File: src/rtl/dmem_bus_if_pkg.sv
// Shared encodings, widths and helpers for the data-memory bus interface.
// Latency: none (declarations only).
// Backpressure: none (declarations only).
package dmem_bus_if_pkg;

  localparam int DATA_W = 32;
  localparam int ADDR_W = 32;
  localparam int SEL_W  = 4;
  localparam int CNT_W  = 8;

  localparam logic [DATA_W-1:0] ZERO_WORD     = '0;
  localparam logic              WRITE_ENABLE  = 1'b1;
  localparam logic              WRITE_DISABLE = 1'b0;
  localparam logic              CHIP_ENABLE   = 1'b1;
  localparam logic              CHIP_DISABLE  = 1'b0;

  typedef enum logic [1:0] {
    IDLE = 2'd0,
    BUSY = 2'd1,
    HOLD = 2'd2
  } state_t;

  // Stores return nothing to the pipeline; loads pass the bus word through.
  function automatic logic [DATA_W-1:0] load_data(input logic we,
                                                  input logic [DATA_W-1:0] data);
    return (we == WRITE_ENABLE) ? ZERO_WORD : data;
  endfunction

endpackage

File: src/rtl/dmem_bus_if.sv
// Bridges the mem-stage load/store request onto a cyc/stb/ack bus with timeout abort.
// Latency: request cycle N, bus strobe N+1, result returned combinationally on the ack cycle.
// Backpressure: stallreq_o holds the pipeline until ack/timeout/flush; stall_i parks the result in HOLD.
module dmem_bus_if
  import dmem_bus_if_pkg::*;
#(
  parameter int TIMEOUT_CYC = 255
) (
  input  logic              clk,
  input  logic              rst,
  input  logic              cpu_ce_i,
  input  logic              cpu_we_i,
  input  logic [SEL_W-1:0]  cpu_sel_i,
  input  logic [ADDR_W-1:0] cpu_addr_i,
  input  logic [DATA_W-1:0] cpu_data_i,
  output logic [DATA_W-1:0] cpu_data_o,
  output logic              stallreq_o,
  input  logic              stall_i,
  input  logic              flush_i,
  output logic              bus_cyc_o,
  output logic              bus_stb_o,
  output logic              bus_we_o,
  output logic [SEL_W-1:0]  bus_sel_o,
  output logic [ADDR_W-1:0] bus_addr_o,
  output logic [DATA_W-1:0] bus_data_o,
  input  logic [DATA_W-1:0] bus_data_i,
  input  logic              bus_ack_i,
  output logic              bus_err_o
);

  // Counter value on the last BUSY cycle allowed before abort.
  localparam logic [CNT_W-1:0] TMO_LAST = CNT_W'(TIMEOUT_CYC - 1);

  state_t             state, state_nxt;
  logic [CNT_W-1:0]   tmo_cnt;
  logic [DATA_W-1:0]  rd_buf;
  logic               launch;
  logic               ack_take;
  logic               timeout;
  logic               bus_end;

  // Next state, pipeline-facing outputs and the per-cycle event strobes.
  always_comb begin
    state_nxt  = state;
    stallreq_o = 1'b0;
    cpu_data_o = ZERO_WORD;
    launch     = 1'b0;
    ack_take   = 1'b0;
    timeout    = 1'b0;
    bus_end    = 1'b0;
    if (!rst) begin
      case (state)
        IDLE: begin
          if (cpu_ce_i == CHIP_ENABLE && !flush_i) begin
            launch     = 1'b1;
            stallreq_o = 1'b1;
            state_nxt  = BUSY;
          end
        end
        BUSY: begin
          // Flush beats ack, ack beats timeout.
          if (flush_i) begin
            bus_end   = 1'b1;
            state_nxt = IDLE;
          end else if (bus_ack_i) begin
            ack_take   = 1'b1;
            bus_end    = 1'b1;
            cpu_data_o = load_data(bus_we_o, bus_data_i);
            state_nxt  = stall_i ? HOLD : IDLE;
          end else if (tmo_cnt == TMO_LAST) begin
            timeout   = 1'b1;
            bus_end   = 1'b1;
            state_nxt = IDLE;
          end else begin
            stallreq_o = 1'b1;
          end
        end
        HOLD: begin
          cpu_data_o = rd_buf;
          if (flush_i || !stall_i) state_nxt = IDLE;
        end
        default: state_nxt = IDLE;
      endcase
    end
  end

  // State register.
  always_ff @(posedge clk) begin
    if (rst) state <= IDLE;
    else     state <= state_nxt;
  end

  // Registered bus request fields: loaded on launch, cleared when the cycle ends.
  always_ff @(posedge clk) begin
    if (rst) begin
      bus_cyc_o  <= 1'b0;
      bus_stb_o  <= 1'b0;
      bus_we_o   <= WRITE_DISABLE;
      bus_sel_o  <= '0;
      bus_addr_o <= '0;
      bus_data_o <= ZERO_WORD;
    end else if (launch) begin
      bus_cyc_o  <= 1'b1;
      bus_stb_o  <= 1'b1;
      bus_we_o   <= cpu_we_i;
      bus_sel_o  <= cpu_sel_i;
      bus_addr_o <= cpu_addr_i;
      bus_data_o <= cpu_data_i;
    end else if (bus_end) begin
      bus_cyc_o  <= 1'b0;
      bus_stb_o  <= 1'b0;
      bus_we_o   <= WRITE_DISABLE;
      bus_sel_o  <= '0;
      bus_addr_o <= '0;
      bus_data_o <= ZERO_WORD;
    end
  end

  // Timeout counter: restarts on launch, counts every BUSY cycle that does not finish.
  always_ff @(posedge clk) begin
    if (rst)                              tmo_cnt <= '0;
    else if (launch)                      tmo_cnt <= '0;
    else if (state == BUSY && !bus_end)   tmo_cnt <= tmo_cnt + CNT_W'(1);
  end

  // Read buffer captures the bus word on ack so HOLD can replay it.
  always_ff @(posedge clk) begin
    if (rst)           rd_buf <= ZERO_WORD;
    else if (ack_take) rd_buf <= bus_data_i;
  end

  // Abort error: single-cycle pulse following the timeout cycle.
  always_ff @(posedge clk) begin
    if (rst) bus_err_o <= 1'b0;
    else     bus_err_o <= timeout;
  end

endmodule

File: config.mk
export PLATFORM = sky130hd
export DESIGN_NAME = dmem_bus_if
export DESIGN_NICKNAME = d
export VERILOG_FILES = /design/src/rtl/dmem_bus_if_pkg.sv /design/src/rtl/dmem_bus_if.sv
export SDC_FILE = /design/constraint.sdc
export NUM_CORES = 1
export LEC_CHECK = 0
export ABC_AREA = 0
export BUFFER_PORTS_ARGS = -buffer_cell sky130_fd_sc_hd__buf_4
export CELL_PAD_IN_SITES_DETAIL_PLACEMENT = 0
export CELL_PAD_IN_SITES_GLOBAL_PLACEMENT = 2
export CORE_MARGIN = 2
export CORE_UTILIZATION = 26
export CTS_BUF_LIST = sky130_fd_sc_hd__clkbuf_2
export DETAILED_ROUTE_END_ITERATION = 8
export GPL_TIMING_DRIVEN = 1
export PLACE_DENSITY = 0.85
export SETUP_SLACK_MARGIN = 0.4
export SKIP_LAST_GASP = 1
export SLEW_MARGIN = 20
export SYNTH_ARGS = -nofsm -noshare
export SYNTH_HDL_FRONTEND = slang
export SYNTH_SLANG_ARGS = --single-unit
File: constraint.sdc
create_clock -name clk -period 2.2 [get_ports clk]
set_input_delay 0.22 -clock clk [delete_from_list [all_inputs] [get_ports clk]]
set_output_delay 0.22 -clock clk [all_outputs]
set_load 0.05 [all_outputs]
# Word-level counts from Yosys, hierarchy flattened
# Cells that the tools add are included.
dict set report op_classes {
  n_addsub 1
  eq_ne 6
  mux 37
  bitwise_logic 1
  reduce_logical 11
}
# op n
set op_table {}
lappend op_table {{32-bit two-way mux} 7}
lappend op_table {{32-bit case mux with 2 select lines} 1}
lappend op_table {{1-bit two-way mux} 19}
lappend op_table {{2-bit two-way mux} 6}
lappend op_table {{8-bit by 1-bit adder with 8-bit output (second input constant)} 1}
lappend op_table {{8-bit equality test (second input constant)} 1}
lappend op_table {{4-bit two-way mux} 2}
lappend op_table {{2-bit case mux with 3 select lines} 1}
lappend op_table {{2-bit inequality test (second input constant)} 2}
lappend op_table {{4-bit inequality test (second input constant)} 1}
lappend op_table {{4-bit OR reduction} 1}
lappend op_table {{1-bit zero test} 3}
lappend op_table {{3-bit AND reduction} 1}
lappend op_table {{2-bit by 1-bit equality test with 1-bit output (second input constant)} 1}
lappend op_table {{2-bit equality test (second input constant)} 1}
lappend op_table {{1-bit logical AND} 2}
lappend op_table {{2-bit zero test} 1}
lappend op_table {{1-bit case mux with 2 select lines} 1}
lappend op_table {{2-bit nonzero test} 1}
lappend op_table {{2-bit OR reduction} 1}
lappend op_table {{1-bit logical OR} 1}
lappend op_table {{1-bit inverter} 1}
dict set report word_totals {
  regBits 113
  in_bits 107
  wordCells 65
}

# Logic depth before layout (Yosys ltp)
dict set report logic_depth {
  word_depth 8
  depth_mapped 9
  depth_no_buf 6
}

# Worst setup path after synthesis
# OpenSTA, ideal clock, no wires.
dict set report synth_timing {
  kind {reg-to-output}
  from {register state[1]}
  to {output cpu_data_o[10]}
  arrival_time_ns 2.138
  required_ns 1.980
  path_slack_ns -0.158
  path_stages_with_launch 9
  n_path_buf 2
  path_cell_list {dfxtp_1 inv_1 ha_1 buf_2 nand3b_1 nor2_1 clkbuf_1 a22oi_1 nor2_1}
}
dict set report synth_via {
  elab_chain_cells 3
  word_cells_on_any_way 4
}
# item line_no
set synth_lines {}
lappend synth_lines {{start: declaration} dmem_bus_if.sv:34} ;# state_t state, state_nxt;
lappend synth_lines {{start signal: assignment} dmem_bus_if.sv:90} ;# else state <= state_nxt;
lappend synth_lines {{2-bit equality test / 2-bit by 1-bit equality test with 1-bit output (equally long branches)} dmem_bus_if.sv:52} ;# case (state)
lappend synth_lines {{32-bit case mux with 2 select lines (*)} dmem_bus_if.sv:52}
lappend synth_lines {{32-bit two-way mux (*)} dmem_bus_if.sv:51} ;# if (!rst) begin
lappend synth_lines {{end: declaration} dmem_bus_if.sv:16} ;# output logic [DATA_W-1:0] cpu_data_o,
# Mark *: on every way between the ends. The rest lies on a longest branch, timed or not.

# Worst setup path after layout
dict set report layout_timing {
  from {register state[1]}
  to {output cpu_data_o[13]}
}
# Same word-level chain as after synthesis.

==> impl_metrics.tcl <==
set metrics [dict create \
    global_route_wire_length_before_repair_microns 28120 \
    cts-buffers-inserted 17 \
    synth-main-ff-cell "sky130_fd_sc_hd__dfxtp_1" \
    violations "negative setup slack" \
    die_w_microns 132.3 \
    cap_viol_max_count 0 \
    first_global_vias 5286 \
    rrSetupSlack_ns 0.10 \
    route.antenna.remaining_nets 0 \
    report.final.hold_viol_count 0 \
    r2r-end "bus_addr_o[15]" \
    period_needed_ns 2.360 \
    fin_cells 1036 \
    synth_enable_flop_cells 0 \
    power.leakage_nw 3.614 \
    timing_worst_setup_path_type "flip-flop to output pin" \
    combinationalPowerShare_pct 33.2 \
    wirelength_met1_microns 7014 \
    maxClockFrequency_mhz 423.8 \
    synthesis.instances 453 \
    final_wl_microns 18050 \
    worst_slack_ns -0.1596 \
    post-dp-hpwl_microns 10000 \
    placed_cells 855 \
    finalInstanceArea_sq_um 8901 \
    cts_hold_repair.buffers 108 \
    cts.path.max_buffers 2 \
    mappedNetlistNets 566 \
    critical_path.startpoint_type "flip-flop" \
    clock-skew-final_ns 0.02359 \
    end_kind "output pin" \
    num_rows 46 \
    synthToLayoutAreaGrowth_pct 107.8 \
    finalSetupViolations 33 \
    netlist_area_sq_um 4283 \
    worstSetupEndpoint "cpu_data_o[13]" \
    setup_repair_after_global_routing_missed_its_margin "true" \
    placedInstanceArea_sq_um 6405 \
    timing_worst_slew_pin_value_ns 0.4403 \
    cp_launch_point "state[1]" \
    status "finished, violations left" \
    wl_per_cell_microns 17.42 \
    nets 920 \
    detail_route.drc_violations 0 \
    h-tree-depth 4 \
    worst_ep_required_time_ns 1.98 \
    synth_cell_type_count 42 \
    async_set_reset_flop_share_out_of_synthesis_pct 0 \
    cts_tree "yes" \
    irDropWorstVdd_v 0.0004129 \
    cts_root_buf "sky130_fd_sc_hd__clkbuf_2" \
    worstRegToRegCells 12 \
    pwr_density_cell_nw_per_um2 630.4 \
    p_clk_share_pct 26.3 \
    grt_util_all_layers_pct 20.46 \
    initial_antenna_violation_count 0 \
    drt_pre_antenna_iters 4 \
    floorplan.die_area_sq_um 17520 \
    clk_pin_slew_worst_paths_ns 0.16 \
    power_report.internal_total_mw 3.710 \
    via_per_inst 4.775 \
    cts_num_sinks 113 \
    power.share.sequential_pct 40.5 \
    finalMaxSlewViolations 0 \
    switching_power_mw 1.901 \
    hold_path.class "input port to flip-flop" \
    crit-reg2reg-launch "state[1]" \
    critical_path_arrival_ns 2.14 \
    gp_congestion 0.7404 \
    synth_warnings 0 \
    grt-ovfl-total 0 \
    floorplan.io_pins 212 \
    rel_slew_slack_pct 70.64 \
    syn_area_per_cell_sq_um 9.454 \
    post_route_cells_drive_above_1_share_pct 46.95 \
    design.core.area_sq_um 16000 \
    place.port_buffers 211 \
    initial_utilization_pct 26.77 \
    clk-insertion-delay-late_ns 0.67 \
    wl_met2_microns 9114 \
    top_layer_used "met4" \
    diodes 0 \
    vias 4947 \
    largest_net_degree_at_the_start_of_global_routing 69 \
    design_power_total_mw 5.611 \
    routed-wl-met3_microns 1473 \
    first_iter_violations 197 \
    synth-seq-area-share_pct 52.82 \
    post_route_fraction_of_the_period_consumed_by_the_critical_path_pct 107.3 \
    worstPathMaxFanout 6 \
    final.hold.worst_slack_ns 0.05888 \
    flop_and_latch_count_out_of_synthesis 113 \
    switch_share_pct 33.88 \
    dieHeight_microns 132.3 \
]
==> synthesized netlist by cell type (2+ instances only) <==
cell type / count / area share (%)
sky130_fd_sc_hd__a21oi_1: 37 / 4.3
sky130_fd_sc_hd__and2_1: 2 / 0.29
sky130_fd_sc_hd__inv_1: 5 / 0.44
sky130_fd_sc_hd__buf_1: 2 / 0.18
sky130_fd_sc_hd__buf_4: 2 / 0.35
sky130_fd_sc_hd__ha_1: 6 / 1.8
sky130_fd_sc_hd__o211ai_1: 3 / 0.53
sky130_fd_sc_hd__and3_1: 2 / 0.29
sky130_fd_sc_hd__clkbuf_1: 25 / 2.2
sky130_fd_sc_hd__dfxtp_1: 113 / 53
sky130_fd_sc_hd__o21ai_0: 3 / 0.35
sky130_fd_sc_hd__nor2_1: 41 / 3.6
sky130_fd_sc_hd__or3_1: 3 / 0.44
sky130_fd_sc_hd__a22o_1: 69 / 14
sky130_fd_sc_hd__nand4_1: 2 / 0.29
sky130_fd_sc_hd__a22oi_1: 32 / 5.6
sky130_fd_sc_hd__nand2b_1: 2 / 0.29
sky130_fd_sc_hd__nand2_1: 72 / 6.3
sky130_fd_sc_hd__buf_2: 8 / 0.93
sky130_fd_sc_hd__xnor2_1: 2 / 0.41
==> cell type report <==
type	instances	area [sq um]
fillers	1354	7099
repair buffers	373	3754
multi-input cells	297	2337
flip-flops and latches	113	2267
well taps	216	270.3
clock inverters	14	163.9
clock buffers	18	90.09
inverters	5	18.77
==> power groups by stage <==
stage | Sequential, mW | Clock [mW] | Combinational (mW)
3_5_place_dp | 2.29 | 0 | 1.23
4_1_cts | 2.26 | 1.54 | 1.79
2_1_floorplan | 2.60 | 0 | 0.483
5_1_grt | 2.29 | 1.63 | 1.95
6_report | 2.27 | 1.48 | 1.86
3_3_place_gp | 2.29 | 0 | 1.21
==> how the worst min path moves through the flow <==
stage	from	slack, ns	end	cells past startpoint
5_1_grt	flush_i	-0.03	rd_buf[23]	5
3_3_place_gp	cpu_addr_i[26]	0.44	bus_addr_o[26]	2
2_1_floorplan	cpu_data_i[10]	0.35	bus_data_o[10]	1
4_1_cts	flush_i	-0.05	rd_buf[23]	5
6_report	flush_i	0.06	rd_buf[30]	5
3_5_place_dp	cpu_we_i	0.44	bus_we_o	2
==> worst max-delay path, stage by stage (launching register included) <==
cell                       delay [ns]
sky130_fd_sc_hd__dfxtp_2         0.36
sky130_fd_sc_hd__inv_2           0.07
sky130_fd_sc_hd__ha_4            0.12
sky130_fd_sc_hd__nand3b_1        0.13
sky130_fd_sc_hd__nor2_4          0.17
sky130_fd_sc_hd__buf_6           0.16
sky130_fd_sc_hd__buf_8           0.13
sky130_fd_sc_hd__a22oi_2         0.07
sky130_fd_sc_hd__nor2_4          0.11
sky130_fd_sc_hd__buf_6           0.16
==> registers in the layout (all words and copies together) (netlist names) <==
name        cells
bus_addr_o     32
bus_data_o     32
bus_err_o       1
bus_sel_o       4
bus_stb_o       1
bus_we_o        1
rd_buf         32
state           2
tmo_cnt         8
==> layer usage <==
| metal | vias to the layer above | GRT usage [%] |
|---|---|---|
| li1 | 2348 | - |
| met1 | 2343 | 23.04 |
| met2 | 225 | 35.38 |
| met3 | 31 | 7.036 |
| met4 | 0 | 8.244 |
| met5 | - | 0 |
==> stage by stage <==
step / utilization, % / setup WS, ns / setup TNS [ns]
final: 55.63 / -0.1596 / -3.881
after global routing: 55.63 / -0.3213 / -9.233
after CTS: 54.59 / -0.2258 / -6.400
after floorplan: - / 0.3775 / 0
after global placement: 40.03 / 0.3457 / 0
after detailed placement: 40.03 / 0.2724 / 0
==> repair_timing <==
| action | 4_1_cts | 5_1_grt |
|---|---|---|
| buffers inserted | 20 | 4 |
| gates cloned | 15 | 2 |
| hold endpoints to repair | 106 | 5 |
| endpoints found under the setup margin | 103 | 107 |
| resized for setup | 115 | 20 |
| pin swaps | 23 | 14 |
==> cells in the final DEF, fill, tap and decap left out, types with 4 or more instances in the layout <==
cell	n
sky130_fd_sc_hd__dlygate4sd3_1	107
sky130_fd_sc_hd__a22oi_2	30
sky130_fd_sc_hd__dfxtp_2	4
sky130_fd_sc_hd__a22o_1	69
sky130_fd_sc_hd__nor2_2	4
sky130_fd_sc_hd__nor2_4	31
sky130_fd_sc_hd__clkinvlp_4	4
sky130_fd_sc_hd__nor2_1	6
sky130_fd_sc_hd__dfxtp_1	109
sky130_fd_sc_hd__clkbuf_2	18
sky130_fd_sc_hd__nand2_1	71
sky130_fd_sc_hd__buf_6	28
sky130_fd_sc_hd__buf_8	17
sky130_fd_sc_hd__a21oi_1	37
sky130_fd_sc_hd__buf_4	195
sky130_fd_sc_hd__buf_12	9
sky130_fd_sc_hd__buf_16	14
==> cells by family (layout without fill, tap and decap cells) <==
kind of cell	after synthesis	in the layout	share of synthesized area (%)
AOI/OAI and AO/OA	156	156	27.49
xor gates and xnor gates	2	2	0.4091
adders and majority gates	6	6	1.753
buffers and inverters	43	410	4.353
DFF	113	113	52.82
muxes	2	2	0.4966
and+or+nand+nor	131	131	12.68
Note: power is estimated with default switching activity, not from simulation.
